<file path="src/rtl/reset_seq_pkg.sv">
// ---------------------------------------------------------------------------
// reset_seq_pkg
// Shared definitions for the board-level reset sequencer:
//   - seq_state_t : FSM state encoding (also the value driven on the
//                   sequencer's 3-bit state output)
//   - max4        : largest of four cycle parameters
//   - cnt_width_ok: elaboration-time check that a counter of a given width
//                   can count up to max_cycles-1
// ---------------------------------------------------------------------------
package reset_seq_pkg;

  typedef enum logic [2:0] {
    ST_IDLE      = 3'd0,
    ST_WAIT_LOCK = 3'd1,
    ST_CORE_RST  = 3'd2,
    ST_DP_RST    = 3'd3,
    ST_RUN       = 3'd4
  } seq_state_t;

  function automatic int unsigned max4(input int unsigned a, input int unsigned b,
                                       input int unsigned c, input int unsigned d);
    int unsigned m;
    m = a;
    if (b > m) m = b;
    if (c > m) m = c;
    if (d > m) m = d;
    return m;
  endfunction

  // Counters compare against (cycles-1) and the timeout counter saturates at
  // all-ones, so width bits are enough when max_cycles < 2**width.
  function automatic bit cnt_width_ok(input int unsigned width, input int unsigned max_cycles);
    if (width == 0) return 1'b0;
    if (width >= 32) return 1'b1;
    return max_cycles < (32'd1 << width);
  endfunction

endpackage

</file>
<file path="src/rtl/reset_sequencer_sync_flops.sv">
// ---------------------------------------------------------------------------
// sync_flops
// STAGES-deep single-bit synchroniser with asynchronous active-low clear.
// Ports:
//   clk   in  destination clock
//   rst_n in  asynchronous active-low clear (chain loads RESET_VAL)
//   d     in  asynchronous input
//   q     out synchronised output (last flop of the chain)
// ---------------------------------------------------------------------------
module sync_flops #(
  parameter int unsigned STAGES    = 2,
  parameter logic        RESET_VAL = 1'b0
) (
  input  logic clk,
  input  logic rst_n,
  input  logic d,
  output logic q
);

  logic [STAGES-1:0] chain_reg;

  always_ff @(posedge clk or negedge rst_n) begin
    if (!rst_n) begin
      chain_reg <= {STAGES{RESET_VAL}};
    end else begin
      chain_reg <= {chain_reg[STAGES-2:0], d};
    end
  end

  assign q = chain_reg[STAGES-1];

endmodule

</file>
<file path="src/rtl/reset_sequencer.sv">
// ---------------------------------------------------------------------------
// reset_sequencer
// Board-level reset / bring-up sequencer. Synchronises the pad reset release
// and the MMCM lock, waits for a stable lock, then releases the core reset
// and the AXIS datapath reset in order, each after a programmable hold.
// Lock loss after the first lock restarts the sequence from WAIT_LOCK; a
// software request in RUN re-runs the datapath reset only.
// Ports:
//   sys_clk         in  free-running sequencer clock
//   sys_reset_n     in  asynchronous active-low pad reset
//   mmcm_locked     in  asynchronous MMCM lock indication
//   soft_reset_req  in  single-cycle datapath reset request (sys_clk domain)
//   core_reset      out active-high core reset
//   dp_reset_n      out active-low datapath reset
//   ready           out high only in RUN
//   state           out current state encoding (seq_state_t)
//   lock_timeout    out sticky: lock not stable within LOCK_TIMEOUT_CYCLES
//   lock_loss_count out saturating count of lock losses
// ---------------------------------------------------------------------------
module reset_sequencer
  import reset_seq_pkg::*;
#(
  parameter int unsigned SYNC_STAGES         = 2,
  parameter int unsigned LOCK_STABLE_CYCLES  = 1024,
  parameter int unsigned CORE_HOLD_CYCLES    = 200,
  parameter int unsigned DP_HOLD_CYCLES      = 64,
  parameter int unsigned LOCK_TIMEOUT_CYCLES = 65536,
  parameter int unsigned CNT_WIDTH           = 17
) (
  input  logic       sys_clk,
  input  logic       sys_reset_n,
  input  logic       mmcm_locked,
  input  logic       soft_reset_req,
  output logic       core_reset,
  output logic       dp_reset_n,
  output logic       ready,
  output logic [2:0] state,
  output logic       lock_timeout,
  output logic [7:0] lock_loss_count
);

  localparam int unsigned MAX_CYCLES = max4(LOCK_STABLE_CYCLES, CORE_HOLD_CYCLES,
                                            DP_HOLD_CYCLES, LOCK_TIMEOUT_CYCLES);

  localparam logic [CNT_WIDTH-1:0] LOCK_LAST = CNT_WIDTH'(LOCK_STABLE_CYCLES - 1);
  localparam logic [CNT_WIDTH-1:0] CORE_LAST = CNT_WIDTH'(CORE_HOLD_CYCLES - 1);
  localparam logic [CNT_WIDTH-1:0] DP_LAST   = CNT_WIDTH'(DP_HOLD_CYCLES - 1);
  localparam logic [CNT_WIDTH-1:0] TMO_LAST  = CNT_WIDTH'(LOCK_TIMEOUT_CYCLES - 1);

  // Parameter sanity, evaluated at elaboration only.
  if (!cnt_width_ok(CNT_WIDTH, MAX_CYCLES)) begin : g_bad_cnt_width
    $error("reset_sequencer: CNT_WIDTH too small for the cycle parameters");
  end
  if (SYNC_STAGES < 2 || LOCK_STABLE_CYCLES < 1 || CORE_HOLD_CYCLES < 1 ||
      DP_HOLD_CYCLES < 1 || LOCK_TIMEOUT_CYCLES < 1) begin : g_bad_params
    $error("reset_sequencer: SYNC_STAGES must be >=2 and cycle counts >=1");
  end

  // -------------------------------------------------------------------------
  // Synchronisers
  // -------------------------------------------------------------------------
  logic rst_s;
  logic locked_s;

  // Constant 1 shifts in after reset release: rst_s rises SYNC_STAGES edges
  // after sys_reset_n deasserts, but drops immediately on assertion.
  sync_flops #(
    .STAGES   (SYNC_STAGES),
    .RESET_VAL(1'b0)
  ) u_rst_sync (
    .clk  (sys_clk),
    .rst_n(sys_reset_n),
    .d    (1'b1),
    .q    (rst_s)
  );

  // Lock is treated as absent until it has been observed through the chain.
  sync_flops #(
    .STAGES   (SYNC_STAGES),
    .RESET_VAL(1'b0)
  ) u_lock_sync (
    .clk  (sys_clk),
    .rst_n(sys_reset_n),
    .d    (mmcm_locked),
    .q    (locked_s)
  );

  // -------------------------------------------------------------------------
  // State and counters
  // -------------------------------------------------------------------------
  seq_state_t           state_reg,        state_next;
  logic [CNT_WIDTH-1:0] cnt_reg,          cnt_next;
  logic [CNT_WIDTH-1:0] tmo_reg,          tmo_next;
  logic                 lock_timeout_reg, lock_timeout_next;
  logic [7:0]           llc_reg,          llc_next;
  logic                 core_reset_reg,   core_reset_next;
  logic                 dp_reset_n_reg,   dp_reset_n_next;
  logic                 ready_reg,        ready_next;
  logic                 lock_lost;

  // Lock loss only counts once the sequence has seen a stable lock.
  assign lock_lost = !locked_s &&
                     (state_reg == ST_CORE_RST || state_reg == ST_DP_RST ||
                      state_reg == ST_RUN);

  // State register (plus registered outputs)
  always_ff @(posedge sys_clk or negedge sys_reset_n) begin
    if (!sys_reset_n) begin
      state_reg        <= ST_IDLE;
      cnt_reg          <= '0;
      tmo_reg          <= '0;
      lock_timeout_reg <= 1'b0;
      llc_reg          <= 8'd0;
      core_reset_reg   <= 1'b1;
      dp_reset_n_reg   <= 1'b0;
      ready_reg        <= 1'b0;
    end else begin
      state_reg        <= state_next;
      cnt_reg          <= cnt_next;
      tmo_reg          <= tmo_next;
      lock_timeout_reg <= lock_timeout_next;
      llc_reg          <= llc_next;
      core_reset_reg   <= core_reset_next;
      dp_reset_n_reg   <= dp_reset_n_next;
      ready_reg        <= ready_next;
    end
  end

  // Next-state and counter logic
  always_comb begin
    state_next        = state_reg;
    cnt_next          = cnt_reg;
    tmo_next          = tmo_reg;
    lock_timeout_next = lock_timeout_reg;
    llc_next          = llc_reg;

    case (state_reg)
      ST_IDLE: begin
        cnt_next = '0;
        tmo_next = '0;
        if (rst_s) state_next = ST_WAIT_LOCK;
      end

      ST_WAIT_LOCK: begin
        if (tmo_reg != '1) tmo_next = tmo_reg + 1'b1;
        // Flag lands on the same edge the counter reaches its last value.
        if (tmo_next >= TMO_LAST) lock_timeout_next = 1'b1;

        if (!locked_s) begin
          cnt_next = '0;
        end else if (cnt_reg == LOCK_LAST) begin
          state_next = ST_CORE_RST;
          cnt_next   = '0;
        end else begin
          cnt_next = cnt_reg + 1'b1;
        end
      end

      ST_CORE_RST: begin
        if (cnt_reg == CORE_LAST) begin
          state_next = ST_DP_RST;
          cnt_next   = '0;
        end else begin
          cnt_next = cnt_reg + 1'b1;
        end
      end

      ST_DP_RST: begin
        if (cnt_reg == DP_LAST) begin
          state_next = ST_RUN;
          cnt_next   = '0;
        end else begin
          cnt_next = cnt_reg + 1'b1;
        end
      end

      ST_RUN: begin
        cnt_next = '0;
        if (soft_reset_req) state_next = ST_DP_RST;
      end

      default: begin
        state_next = ST_IDLE;
        cnt_next   = '0;
        tmo_next   = '0;
      end
    endcase

    // Overrides soft requests and hold completion. The timeout counter
    // restarts so lock_timeout measures the current lock attempt.
    if (lock_lost) begin
      state_next = ST_WAIT_LOCK;
      cnt_next   = '0;
      tmo_next   = '0;
      if (llc_reg != 8'hFF) llc_next = llc_reg + 8'd1;
    end
  end

  // Output decode from the next state so outputs change on the same edge as
  // the state register.
  always_comb begin
    core_reset_next = 1'b1;
    dp_reset_n_next = 1'b0;
    ready_next      = 1'b0;
    case (state_next)
      ST_DP_RST: begin
        core_reset_next = 1'b0;
      end
      ST_RUN: begin
        core_reset_next = 1'b0;
        dp_reset_n_next = 1'b1;
        ready_next      = 1'b1;
      end
      default: begin
        core_reset_next = 1'b1;
      end
    endcase
  end

  assign core_reset      = core_reset_reg;
  assign dp_reset_n      = dp_reset_n_reg;
  assign ready           = ready_reg;
  assign state           = state_reg;
  assign lock_timeout    = lock_timeout_reg;
  assign lock_loss_count = llc_reg;

endmodule

</file>
<file path="config.mk">
export PLATFORM = sky130hd
export DESIGN_NAME = reset_sequencer
export DESIGN_NICKNAME = d
export VERILOG_FILES = /design/src/rtl/reset_seq_pkg.sv /design/src/rtl/reset_sequencer_sync_flops.sv /design/src/rtl/reset_sequencer.sv
export SDC_FILE = /design/constraint.sdc
export NUM_CORES = 1
export LEC_CHECK = 0
export BUFFER_PORTS_ARGS = -buffer_cell sky130_fd_sc_hd__buf_2
export CAP_MARGIN = 20
export CELL_PAD_IN_SITES_DETAIL_PLACEMENT = 1
export CELL_PAD_IN_SITES_GLOBAL_PLACEMENT = 1
export CORE_MARGIN = 2
export CORE_UTILIZATION = 45
export CTS_CLUSTER_DIAMETER = 50
export DETAILED_ROUTE_END_ITERATION = 6
export GPL_TIMING_DRIVEN = 0
export HOLD_SLACK_MARGIN = 0.12
export PLACE_DENSITY_LB_ADDON = 0.1
export SETUP_SLACK_MARGIN = 0.1
export SLEW_MARGIN = 40
export SYNTH_ARGS = -nofsm -noshare
export SYNTH_HDL_FRONTEND = slang
export SYNTH_SLANG_ARGS = --single-unit
</file>
<file path="constraint.sdc">
create_clock -name sys_clk -period 2.6 [get_ports sys_clk]
set_input_delay 0.26 -clock sys_clk [delete_from_list [all_inputs] [get_ports sys_clk]]
set_output_delay 0.26 -clock sys_clk [all_outputs]
set_load 0.1 [all_outputs]
</file>
==> results.ini, run 1 <==
[layout]
antenna_cells=0
fin_util_pct=51.7
drive_gt1_share_pct=14.8
syn_to_final_growth_pct=11.6
num-nets-final=350
final.fill_count=757
fin_area_um2=3260

[yosys]
synth_edf_count=0
ys_top_cells_by_count=51 x dfrtp_1, 39 x nor2_1, 25 x nand2_1, 18 x a21oi_1, 18 x o21ai_0
synth_nets=323
ys_seq_elements=52
synth_area_um2=2920
yosysTopAreaCell=dfrtp_1
synth.most_common_cell=dfrtp_1
yosys.area.top_type_share_pct=43.6
yosys_warnings=0
ys_async_sr_fraction_pct=100
syn_area_per_cell_um2=9.25
synth_top_flop_cell=dfrtp_1
synthDistinctLibCells=61
synth_cells=316
ys_top_cells_by_area=dfrtp_1 44%, nor2_1 5.0%, xnor2_1 4.5%
ys_seq_area_share_pct=44.5

[timing]
min_period_ns=2.35
max_freq_mhz=425
tightest_slew_ns=0.734
fin_worst_skew_ns=0.00642
setup_violations=0
hold_viol=0
finalMaxSlewViolations=0
fin_crit_sh_pct=90.5
grt_setup_unrepaired=true
maxSlewHeadroom_pct=50.7
setup_ws_ns=0.248

[route]
vias=2429
avgRoutedWirePerCell_um=17.1
first_pass_iters=4
post-route-drc-count=0
routed_wl_um=7210
ant_nets=0
drtIter0Drc=161
vias_per_cell=5.77

[floorplanning]
coreArea_um2=6310
die_h_um=84.6
dieWidth_um=84.6
io_pins=19
rows=29
initial_core_util_pct=46.3
design.die.area_um2=7160

[pwr]
p_per_area_nw_per_um2=545
seq_power_share_pct=51.3
ir_drop_mv=0.324
p_comb_share_pct=16.3
clock_power_share_pct=32.4
p_leak_uw=0.00143
internal_power_uw=1250
power.switching_uw=531
switching_share_pct=29.8

[critical_path]
slowest_stage=dfrtp_1
critical_path_class=reg2reg
end_kind=flip-flop
crit_path_cell_trace=ha_1 -> clkbuf_2 -> nand4_1 -> nor4_2 -> nor2_1 -> xnor2_1 -> a2111oi_1 -> a31o_2
path_delay_family=compound AO/OA/AOI/OAI gates
cp.buffers_inverters=1
required_ns=2.86
ff2ff_setup_slack_ns=0.25
crit_arrival_ns=2.61
start_kind=flip-flop
max_stage_delay_ns=0.49
crit_path_max_fanout=10

[cts]
clk_pin_slew_worst_paths_ns=0.10
cts.sinks=52
cts_root_buffer=clkbuf_8
cts.path.max_buffers=2
h-tree-depth=2
clk_latency_ns=0.31
cts_tree=yes
numCtsBuffers=5

[grt]
grt_pass1_wl_um=12400
grt-ovfl-total=0
antenna_found_initial=0
grt_use_total_pct=21.5
grt_max_degree=53
grt_pass1_vias=2438

[place]
place_congestion=0.883
placed_area_um2=3110
io_buffer_count=18
post-dp-hpwl_um=5020
preCtsSetupSlack_ns=-0.0378

[hold_path]
hold_path.class=in2reg

[outcome]
status=complete, no violations

[job]
cap_viol_max_count=0

==> what timing repair did <==
action / 4_1_cts / 5_1_grt
hold buffers: 2 / 0
resized for setup: 2 / 4
pin swaps: 0 / 0
setup buffers: 0 / 0
endpoints found under the setup margin: 1 / 14
hold endpoints to repair: 52 / 0
==> final cells by class <==
type | count | area (µm²) | area share (%)
Multi-Input combinational cell | 238 | 1500 | 46.1
Clock buffer | 5 | 68.8 | 2.11
Tap cell | 77 | 96.3 | 2.95
Buffer | 17 | 98.8 | 3.03
Timing Repair Buffer | 20 | 113 | 3.45
Sequential cell | 52 | 1300 | 39.9
Clock inverter | 3 | 46.3 | 1.42
Inverter | 9 | 33.8 | 1.04
==> layout by cell type (no fill, tap or decap), drive strengths merged, types with 5 or more instances in the layout <==
cell type / count
clkbuf: 16
xnor2: 15
nor4: 7
and3: 11
inv: 10
a21oi: 18
nand4: 16
buf: 24
nand2: 25
o21ai: 18
nand3: 15
xor2: 10
nor2: 39
dfrtp: 51
nor2b: 5
==> worst min-delay path, stage by stage <==
cell	delay, ns
buf_2	0.09
o22a_2	0.15
nor2_1	0.03
==> power by group through the flow <==
stage	clock network, µW	registers [µW]	logic (µW)
after floorplan	0	919	195
after global placement	0	925	278
after detailed placement	0	927	284
after CTS	602	912	293
after global routing	634	921	326
final	577	912	291
==> metal layers <==
layer / track usage [%] / up-vias / routed length [µm]
met4: 5.19 / 0 / 76
met3: 3.44 / 8 / 250
met2: 33.8 / 36 / 3310
li1: - / 1190 / -
met5: 0 / - / 0
met1: 31.4 / 1195 / 3570
==> metrics by stage <==
| stage | TNS, ns | total power, µW | hold slack [ns] | instances |
|---|---|---|---|---|
| 5_1_grt | 0 | 1880 | 0.266 | 421 |
| 3_5_place_dp | -0.0378 | 1210 | 0.336 | 411 |
| 4_1_cts | 0 | 1810 | 0.249 | 421 |
| 2_1_floorplan | 0 | 1110 | -0.0356 | 316 |
| 3_3_place_gp | -0.0148 | 1200 | 0.332 | 411 |
| 6_report | 0 | 1780 | 0.256 | 421 |
==> cell families after synthesis <==
logic type / after synthesis / share of synthesized area [%]
compound gates: 70 / 15.8
xor+xnor: 25 / 7.49
fa+ha+maj: 3 / 1.28
buf+inv: 26 / 4.45
flops: 52 / 44.5
mux: 2 / 0.727
other cells: 1 / 0.128
simple gates: 137 / 25.5
==> worst paths after layout <==
check                                                          to                         startpoint  cells past startpoint
worst min register to register  u_rst_sync.chain_reg[1]$_DFF_PN0_  u_rst_sync.chain_reg[0]$_DFF_PN0_                      0
max in group asynchronous                    cnt_reg[6]$_DFF_PN0_                        sys_reset_n                      2
worst min-delay path                              ready$_DFF_PN0_                     soft_reset_req                      3
worst max register to register           lock_timeout$_DFFE_PN0P_             tmo_reg[0]$_DFFE_PN0P_                      8
worst max-delay path                     lock_timeout$_DFFE_PN0P_             tmo_reg[0]$_DFFE_PN0P_                      8
min in group asynchronous                   cnt_reg[13]$_DFF_PN0_                        sys_reset_n                      2
No activity file was read; power rests on OpenSTA's default activity.
==> inputs of run 2 (changes only) <==
--- a/config.mk
+++ b/config.mk
@@ -15,6 +15,7 @@
 export DETAILED_ROUTE_END_ITERATION = 6
 export GPL_TIMING_DRIVEN = 0
 export HOLD_SLACK_MARGIN = 0.12
+export MAX_ROUTING_LAYER = met4
 export PLACE_DENSITY_LB_ADDON = 0.1
 export SETUP_SLACK_MARGIN = 0.1
 export SLEW_MARGIN = 40
==> run 2 against run 1 <==
Against the previous run:
- clock power barely moved
- cell area did not move
- sequential cell count unchanged
- global-route usage is 0.66 points higher
- clock skew about the same
- register-to-register slack about the same
- wire length shrank 0.57%
- worst hold slack worse by 0.0010 ns
- die area did not move
- highest routed layer unchanged
==> results.ini, run 2 (synthesized netlist as in run 1, its figures left out) <==
[route]
post-route-drc-count=0  ; unchanged
routed_wl_um=7170  ; was 7210 µm
avgRoutedWirePerCell_um=17.0  ; was 17.1 µm
ant_nets=0  ; unchanged
first_pass_iters=4  ; unchanged
vias=2415  ; was 2429
vias_per_cell=5.74  ; was 5.77
drtIter0Drc=150  ; was 161

[critical_path]
path_delay_family=compound AO/OA/AOI/OAI gates  ; unchanged
crit_arrival_ns=2.62  ; was 2.61 ns
ff2ff_setup_slack_ns=0.23  ; was 0.25 ns
end_kind=flip-flop  ; unchanged
critical_path_class=reg2reg  ; unchanged
crit_path_max_fanout=10  ; unchanged
worstRegToRegCells=8  ; unchanged
crit-reg2reg-launch=tmo_reg[1]$_DFFE_PN0P_  ; was tmo_reg[0]$_DFFE_PN0P_
cp.buffers_inverters=1  ; unchanged
max_stage_delay_ns=0.50  ; was 0.49 ns
start_kind=flip-flop  ; unchanged
reg2reg_to=lock_timeout$_DFFE_PN0P_  ; unchanged
slowest_stage=dfrtp_1  ; unchanged
required_ns=2.86  ; about the same
crit_path_cell_trace=ha_1 -> clkbuf_2 -> nand4_1 -> nor4_2 -> nor2_1 -> xnor2_1 -> a2111oi_1 -> a31o_2  ; unchanged

[floorplanning]
io_pins=19  ; unchanged
initial_core_util_pct=46.3  ; unchanged
design.die.area_um2=7160  ; unchanged
die_h_um=84.6  ; unchanged
dieWidth_um=84.6  ; unchanged
coreArea_um2=6310  ; unchanged
rows=29  ; unchanged

[pwr]
p_leak_uw=0.00143  ; unchanged
p_per_area_nw_per_um2=546  ; was 545 nW/µm²
ir_drop_mv=0.325  ; was 0.324 mV

[grt]
grt_pass1_wl_um=12400  ; about the same
grt_pass1_vias=2444  ; was 2438
antenna_found_initial=0  ; unchanged
grt-ovfl-total=0  ; unchanged
grt_max_degree=53  ; unchanged
grt_use_total_pct=22.2  ; was 21.5%

[cts]
cts.path.max_buffers=2  ; unchanged
cts_tree=yes  ; unchanged
clk_pin_slew_worst_paths_ns=0.10  ; about the same
h-tree-depth=2  ; unchanged
numCtsBuffers=5  ; unchanged
cts.sinks=52  ; unchanged
cts_root_buffer=clkbuf_8  ; unchanged
clk_latency_ns=0.31  ; about the same

[timing]
setup_violations=0  ; unchanged
max_freq_mhz=422  ; was 425 MHz
grt_setup_unrepaired=true  ; unchanged
fin_worst_skew_ns=0.00626  ; was 0.00642 ns
min_period_ns=2.37  ; was 2.35 ns
finalMaxSlewViolations=0  ; unchanged
hold_viol=0  ; unchanged
tightest_slew_ns=0.724  ; was 0.734 ns
fin_crit_sh_pct=91.0  ; was 90.5%
maxSlewHeadroom_pct=51.4  ; was 50.7%

[hold_path]
hp-start=soft_reset_req  ; unchanged
hold_end=ready$_DFF_PN0_  ; unchanged
hold_path.class=in2reg  ; unchanged
hold_depth=3  ; unchanged

[place]
post-dp-hpwl_um=5020  ; unchanged
io_buffer_count=18  ; unchanged
dp_cells=411  ; unchanged
place_congestion=0.898  ; was 0.883

[layout]
drive_gt1_share_pct=14.8  ; unchanged
fin_cells=421  ; unchanged
num-nets-final=350  ; unchanged
layout_commonest_cell=dfrtp_1  ; unchanged
final.fill_count=757  ; unchanged
syn_to_final_growth_pct=11.6  ; unchanged
fin_util_pct=51.7  ; unchanged
mostFrequentLayoutCells=51 x dfrtp_1, 39 x nor2_1, 25 x nand2_1  ; unchanged
antenna_cells=0  ; unchanged

[job]
cap_viol_max_count=0  ; unchanged

[outcome]
status=complete, no violations  ; unchanged

## run 2: routing by layer
metal  share of wire, %  global-route usage, %
met4                1.1                   5.19
met2                 46                   33.7
met5                  0                      -
met1                 51                   31.6
met3                2.6                   3.24
## run 2: through the flow
stage | hold WS [ns] | setup slack, ns | TNS, ns | instance area (µm²) | power [µW]
final | 0.255 | 0.233 | 0 | 3260 | 1780
after global routing | 0.266 | 0.0449 | 0 | 3260 | 1880
after CTS | 0.249 | 0.132 | 0 | 3250 | 1810
after detailed placement | 0.336 | -0.0378 | -0.0378 | 3110 | 1210
after global placement | 0.332 | -0.0148 | -0.0148 | 3110 | 1200
after floorplan | -0.0356 | 0.102 | 0 | 2920 | 1110
## run 2: layout make-up
class	instances	area, µm²	area share [%]
multi-input combinational	238	1500	46.1
sequential	52	1300	39.9
timing repair buffer	20	113	3.45
buffer	17	98.8	3.03
tap	77	96.3	2.95
clock buffer	5	68.8	2.11
clock inverter	3	46.3	1.42
inverter	9	33.8	1.04
## run 2: power breakdown
group / internal (µW) / total, µW / switching (µW)
combinational: 107 / 292 / 184
clock: 290 / 577 / 286
sequential: 851 / 913 / 61.6
## run 2: tightest hold or removal path, stage by stage
cell    delay (ns)
buf_2         0.09
o22a_2        0.15
nor2_1        0.03
## run 2: how the worst max path moves through the flow
stage                                      start                              to  slack (ns)  cells after the start
after floorplan               state[1]$_DFF_PN0_  lock_loss_count[5]$_DFFE_PN0P_        0.10                      6
after global placement    tmo_reg[0]$_DFFE_PN0P_        lock_timeout$_DFFE_PN0P_       -0.01                      8
after detailed placement  tmo_reg[0]$_DFFE_PN0P_        lock_timeout$_DFFE_PN0P_       -0.04                      8
after CTS                 tmo_reg[1]$_DFFE_PN0P_        lock_timeout$_DFFE_PN0P_        0.13                      8
after global routing      tmo_reg[1]$_DFFE_PN0P_        lock_timeout$_DFFE_PN0P_        0.04                      8
final                     tmo_reg[1]$_DFFE_PN0P_        lock_timeout$_DFFE_PN0P_        0.23                      8
## run 2: repair_timing
item | CTS | global route
endpoints found under the hold margin | 52 | 0
hold buffers | 2 | 0
gates resized for setup | 2 | 4
gates cloned | 0 | 0
setup buffers | 0 | 0
setup endpoints to repair | 1 | 14
